File: src/rtl/ga23_tile_fetch.sv
// Tile-row fetch arbiter: collects per-layer row requests and serialises them
// onto a single SDRAM read port using round-robin, returning each row to its layer.
module ga23_tile_fetch #(
  parameter logic [24:0] ROM_BASE   = 25'h0,
  parameter int          NUM_LAYERS = 3
) (
  input  logic                         clk,
  input  logic                         reset_n,
  input  logic [NUM_LAYERS-1:0]        layer_req,
  input  logic [NUM_LAYERS-1:0][20:0]  layer_addr,
  output logic [NUM_LAYERS-1:0][31:0]  layer_data,
  output logic [NUM_LAYERS-1:0]        layer_rdy,
  output logic [24:0]                  sdr_addr,
  output logic                         sdr_req,
  input  logic                         sdr_rdy,
  input  logic [31:0]                  sdr_data
);

  typedef enum logic {IDLE, BUSY} state_t;

  state_t      state_reg, state_next;
  logic        pending_reg [NUM_LAYERS];
  logic [20:0] addr_reg    [NUM_LAYERS];
  logic [31:0] data_reg    [NUM_LAYERS];
  logic        rdy_reg     [NUM_LAYERS];
  logic [1:0]  gnt_reg;
  logic        stale_reg;
  logic        sdr_req_reg;
  logic [24:0] sdr_addr_reg;

  logic        grant_valid;
  logic [1:0]  grant_idx;
  logic [1:0]  cand;
  logic        do_grant;
  logic        do_done;
  logic        deliver;

  function automatic logic [1:0] next_idx(input logic [1:0] i);
    return (i == 2'd2) ? 2'd0 : i + 2'd1;
  endfunction

  // Round-robin scan starting just after the last granted layer.
  always_comb begin
    grant_valid = 1'b0;
    grant_idx   = 2'd0;
    cand        = next_idx(gnt_reg);
    for (int i = 0; i < 3; i++) begin
      if (!grant_valid && pending_reg[cand]) begin
        grant_valid = 1'b1;
        grant_idx   = cand;
      end
      cand = next_idx(cand);
    end
  end

  always_comb begin
    state_next = state_reg;
    do_grant   = 1'b0;
    do_done    = 1'b0;
    case (state_reg)
      IDLE: begin
        if (grant_valid) begin
          do_grant   = 1'b1;
          state_next = BUSY;
        end
      end
      BUSY: begin
        if (sdr_rdy) begin
          do_done    = 1'b1;
          state_next = IDLE;
        end
      end
      default: state_next = IDLE;
    endcase
  end

  // A re-request for the in-flight layer, even in the completion cycle, voids the result.
  assign deliver = do_done && !stale_reg && !layer_req[gnt_reg];

  always_ff @(posedge clk or negedge reset_n) begin
    if (!reset_n) begin
      state_reg    <= IDLE;
      gnt_reg      <= 2'd2;
      stale_reg    <= 1'b0;
      sdr_req_reg  <= 1'b0;
      sdr_addr_reg <= 25'h0;
    end else begin
      state_reg <= state_next;
      if (do_grant) begin
        gnt_reg      <= grant_idx;
        sdr_addr_reg <= ROM_BASE + {4'b0000, addr_reg[grant_idx]};
        sdr_req_reg  <= 1'b1;
        stale_reg    <= layer_req[grant_idx];
      end else if (do_done) begin
        sdr_req_reg <= 1'b0;
        stale_reg   <= 1'b0;
      end else if (state_reg == BUSY && layer_req[gnt_reg]) begin
        stale_reg <= 1'b1;
      end
    end
  end

  generate
    for (genvar gi = 0; gi < NUM_LAYERS; gi++) begin : g_layer
      localparam logic [1:0] IDX = 2'(gi);

      always_ff @(posedge clk or negedge reset_n) begin
        if (!reset_n) begin
          pending_reg[gi] <= 1'b0;
          addr_reg[gi]    <= 21'h0;
          data_reg[gi]    <= 32'h0;
          rdy_reg[gi]     <= 1'b0;
        end else begin
          rdy_reg[gi] <= 1'b0;
          // A new strobe always wins over the grant clearing the flag.
          if (layer_req[gi]) begin
            pending_reg[gi] <= 1'b1;
            addr_reg[gi]    <= layer_addr[gi];
          end else if (do_grant && grant_idx == IDX) begin
            pending_reg[gi] <= 1'b0;
          end
          if (deliver && gnt_reg == IDX) begin
            data_reg[gi] <= sdr_data;
            rdy_reg[gi]  <= 1'b1;
          end
        end
      end

      assign layer_data[gi] = data_reg[gi];
      assign layer_rdy[gi]  = rdy_reg[gi];
    end
  endgenerate

  assign sdr_req  = sdr_req_reg;
  assign sdr_addr = sdr_addr_reg;

endmodule

File: config.mk
export PLATFORM = sky130hd
export DESIGN_NAME = ga23_tile_fetch
export DESIGN_NICKNAME = d
export VERILOG_FILES = /design/src/rtl/ga23_tile_fetch.sv
export SDC_FILE = /design/constraint.sdc
export NUM_CORES = 1
export LEC_CHECK = 0
export ABC_AREA = 1
export CAP_MARGIN = 20
export CORE_MARGIN = 4
export CORE_UTILIZATION = 48
export DETAILED_ROUTE_END_ITERATION = 7
export GPL_TIMING_DRIVEN = 0
export PLACE_DENSITY = 0.8
export RECOVER_POWER = 50
export SETUP_SLACK_MARGIN = 0.4
export SYNTH_ARGS = -nofsm -noshare
export SYNTH_HDL_FRONTEND = slang
export SYNTH_SLANG_ARGS = --single-unit
File: constraint.sdc
create_clock -name clk -period 1.85 [get_ports clk]
set_input_delay 0.37 -clock clk [delete_from_list [all_inputs] [get_ports clk]]
set_output_delay 0.37 -clock clk [all_outputs]
set_load 0.05 [all_outputs]
* After elaboration in Yosys (flattened, before gate mapping)
Index checks and enable logic that the tools add are counted.
** Word-level totals
- Output and inout bits :: 125
- Register bits after elaboration :: 191
- Logic and storage cells :: 104
- Bits of input ports :: 101
** Operators by class
- Equal/unequal tests :: 6
- Multiplexer cells :: 45
- Magnitude comparators :: 6
- Reductions and logical operators :: 22
- Add/sub/neg operators :: 3
- Bitwise gates (word level) :: 5
** Operator list (count)
- binary-select mux 21 bit (select 2 bit) :: 1
- 2-to-1 mux 21 bit :: 2
- 2-to-1 mux 1 bit :: 30
- greater-or-equal comparator 3 bit, second input constant :: 4
- 2-to-1 mux 2 bit :: 6
- inverter 2 -> 3 bit :: 4
- logical AND 1 bit :: 11
- binary-select mux 1 bit (select 2 bit) :: 5
- == test 2 bit, second input constant :: 4
- nonzero test 2 bit :: 4
- adder 2 x 1 -> 2 bit, second input constant :: 3
- < comparator 2 x 3 -> 1 bit, second input constant :: 2
- == test 2 x 1 -> 1 bit, second input constant :: 2
- zero test 1 bit :: 4
- zero test 2 bit :: 2
- nonzero test 3 bit :: 1
- case mux 1 bit (2 select lines) :: 1
- inverter 1 bit :: 1

* Logic depth before layout (Yosys ltp)
- Word-level depth :: 18
- Gate-level depth with buffers :: 13

* Worst setup path after synthesis
No wires, ideal clock.
- Path type :: reg2reg
- Start point :: register gnt_reg[1]
- End point :: register data_reg (netlist bit layer_data[49])
- Arrival :: 1.554 ns
- Required time :: 1.720 ns
- Stages on the path, launching flop included :: 11
- Path buffers :: 2
- Path slack :: 0.166 ns
- Setup time :: 0.130 ns
- Period minus slack after synthesis :: 1.684 ns
- Cells stage by stage :: dfstp_2 > inv_2 > nand2_1 > inv_2 > a22oi_2 > and2_4 > nand3_2 > buf_6 > buf_2 > nand2_1 > o21ai_1
** Between the ends
- Word-level cells in the longest chain between the ends :: 5
- Elaborated cells between the ends (all ways) :: 6
- Those cells by class :: 1 x eq/ne; 2 x mux; 3 x reduce/logical
** RTL lines
- start, declared :: RTL line 26 : logic [1:0] gnt_reg;
- start signal, assigned :: RTL line 90 : gnt_reg <= grant_idx;
- binary-select mux 1 bit (select 2 bit) :: RTL line 78 : assign deliver = do_done && !stale_reg && !layer_req[gnt_reg];
- 2-to-1 mux 1 bit (implied by the code) :: RTL line 78
- zero test 1 bit :: RTL line 78
- logical AND 1 bit :: RTL line 78
- logical AND 1 bit * :: RTL line 122 : if (deliver && gnt_reg == IDX) begin
- end signal, assigned by index :: RTL line 123 : data_reg[gi] <= sdr_data;
- end, declared :: RTL line 24 : logic [31:0] data_reg [NUM_LAYERS];
Mark *: on every way between the ends. The rest lies on a longest branch, timed or not. The select of a mux whose other input is x is not followed.
A chain may end at the register's enable or synchronous reset.

* Worst setup path after layout
- Start point :: register gnt_reg[1]
- End point :: register data_reg (netlist bit layer_data[35])
The elaborated chain is that of the path after synthesis.

==> qor.yml <==
outcome: "finished, violations left"
violations: "setup timing"
layout.nets: 1291
cp_cell_sequence: "nor2_4 > buf_6 > a22oi_2 > and2_4 > nand3_4 > buf_12 > clkbuf_16 > nand2_2 > o21ai_2"
rsz0062_at_grt: "yes"
antenna_found_initial: 0
route.detailed.drc: 0
tightest_slew_ns: 1.07
synth_compound_area_frac: 0.0903
globalRouteOverflowTotal: 0
top_level_ports: 226
diodes: 0
critical_path.top_delay_family: "flip-flops"
final_layout_size_suffix_gt1_frac: 0.280
synth_cells: 912
yosys.area_share.simple: 0.214
crit_arrival_ns: 2.20
clkSinkCount: 191
num_rows: 47
dp_cells: 1355
grt_max_degree: 114
cp.buffers_inverters: 3
initial_utilization: 0.488
finClkSkew_ns: 0.0115
grt_pass1_wl_um: 33800
worstPathMaxFanout: 9
die_y_um: 137
core_um2: 16500
cp-end-kind: "flop"
hold_violations: 0
yosys_register_bits: 191
numCtsBuffers: 17
relSlewSlack: 0.289
synth_top_family_by_area: "simple AND/OR/NAND/NOR gates"
ant_nets: 0
layout.cells.non_filler: 1423
critPathKind: "reg -> reg"
max_cap_violations: 0
ir_drop_mv: 0.920
cts_buffer_depth: 2
synth_mux_area_frac: 0
via_per_inst: 5.01
synth_xor_area_frac: 0
clk_pin_slew_worst_paths_ns: 0.07
cellPowerDensity_nw_per_um2: 1900
clkLatencyLatePin_ns: 0.43
slowest_stage: "dfstp_2"
routed_wl_um: 22800
yosysTopAreaCell: "dfrtp_1"
cts_root_buf: "clkbuf_16"
fin_crit_sh: 1.02
place_congestion: 0.816
syn_area_per_cell_um2: 8.81
largest_reg_flops: 96
grt_pass1_vias: 6687
final_util: 0.711
max_stage_delay_ns: 0.62
track_usage: 0.228
syn2layout_area_growth_pct: 45.7
first_pass_iters: 4
synthAdderAreaFrac: 0
drt-initial-drc-count: 474
synth.distinct_cells: 23
io_buffer_count: 219
finalSetupViolCount: 37
final_cell_mix: "nand2_1, dfrtp_1, inv_1, clkdlybuf4s50_1, o21ai_1"
hold_class: "in -> async"
ys_warn_count: 0
drv_slew: 0
synth_area_leaders: "dfrtp_1, nand2_1, inv_1"
fin_crit_ns: 1.89
synth_area_um2: 8030
synth_top_area_share: 0.592
synth.yosys.seq_area_share: 0.595
fin_ws_ns: -0.0367
crit_required_ns: 2.16
htreeDepth: 4
dpl.hpwl_um: 15500
layout_commonest_cell: "nand2_1"
max_freq_mhz: 530
post-place-ws_ns: -0.0986
cts_tree: "done"
via_count: 7124
dieArea_um2: 18900
detail_route.wl_per_cell_um: 16.0
die_w_um: 137
crit_path_start_kind: "flop"
cellLeakagePower_nw: 6.08
## Yosys cell counts, drive strengths merged
| cell type | count |
|---|---|
| nand2 | 321 |
| dfrtp | 190 |
| o21ai | 141 |
| inv | 113 |
| nand3 | 80 |
| buf | 36 |
| clkbuf | 17 |
| nor2 | 7 |
| nand4 | 2 |
| a22oi | 1 |
| and2 | 1 |
| conb | 1 |
| dfstp | 1 |
| o21a | 1 |
## final timing paths
kind,startpoint,end,slack [ns],cells past startpoint
setup reg to reg,gnt_reg[1]$_DFFE_PN1P_,layer_data[35]$_DFFE_PN0P_,-0.04,9
hold / removal,reset_n,layer_data[83]$_DFFE_PN0P_,0.15,1
max in group asynchronous,reset_n,gnt_reg[0]$_DFFE_PN0P_,0.28,2
setup / recovery,gnt_reg[1]$_DFFE_PN1P_,layer_data[35]$_DFFE_PN0P_,-0.04,9
hold reg to reg,addr_reg[11]$_DFFE_PN0P_,addr_reg[11]$_DFFE_PN0P_,0.48,2
min in group clk,layer_req[0],pending_reg[2]$_DFFE_PN0P_,0.36,3
## cell families after synthesis
family,Yosys count
AND/OR/NAND/NOR,411
other,1
buffers and inverters,166
AO/OA/AOI/OAI,143
flip-flops,191
## per-layer routing
metal / part of all wire / global-route usage
met4: 0.011 / 0.0621
met5: 0 / 0
met3: 0.078 / 0.0570
met2: 0.50 / 0.386
met1: 0.41 / 0.295
## where the power goes
group / internal, W / switching, W
combinational: 0.00415 / 0.00815
clock: 0.00181 / 0.00170
sequential: 0.00555 / 0.000930
## final cells by class
type / count / area (um2)
inverters: 113 / 432
repair buffers: 256 / 2260
multi-input cells: 558 / 2880
plain buffers: 53 / 517
well taps: 220 / 275
flip-flops and latches: 191 / 4780
clock inverters: 14 / 124
clock buffers: 18 / 439
fillers: 1220 / 4760
## worst register-to-register path: stages, from the launching register on
cell	delay (ns)
dfstp_2	0.62
nor2_4	0.08
buf_6	0.12
a22oi_2	0.18
and2_4	0.21
nand3_4	0.10
buf_12	0.19
clkbuf_16	0.17
nand2_2	0.06
o21ai_2	0.05
## stage by stage
step	total power (W)	area, um2	hold slack [ns]	setup TNS, ns
CTS	0.0208	10900	-0.0771	0
floorplan	0.0139	8100	0.0744	0
finish	0.0223	11700	0.153	-0.498
detailed placement	0.0176	10600	0.382	-6.27
global placement	0.0174	10600	0.454	-1394.58
global route	0.0235	11700	0.241	-10.04
## what timing repair did
item                                    4_1_cts  5_1_grt
cloned                                        2        7
hold endpoints to repair                     78       77
setup buffers                                18        9
endpoints found under the setup margin      249      192
gates resized for setup                     659      206
pin swaps                                    15       15
Note: power is estimated with default switching activity, not from simulation.
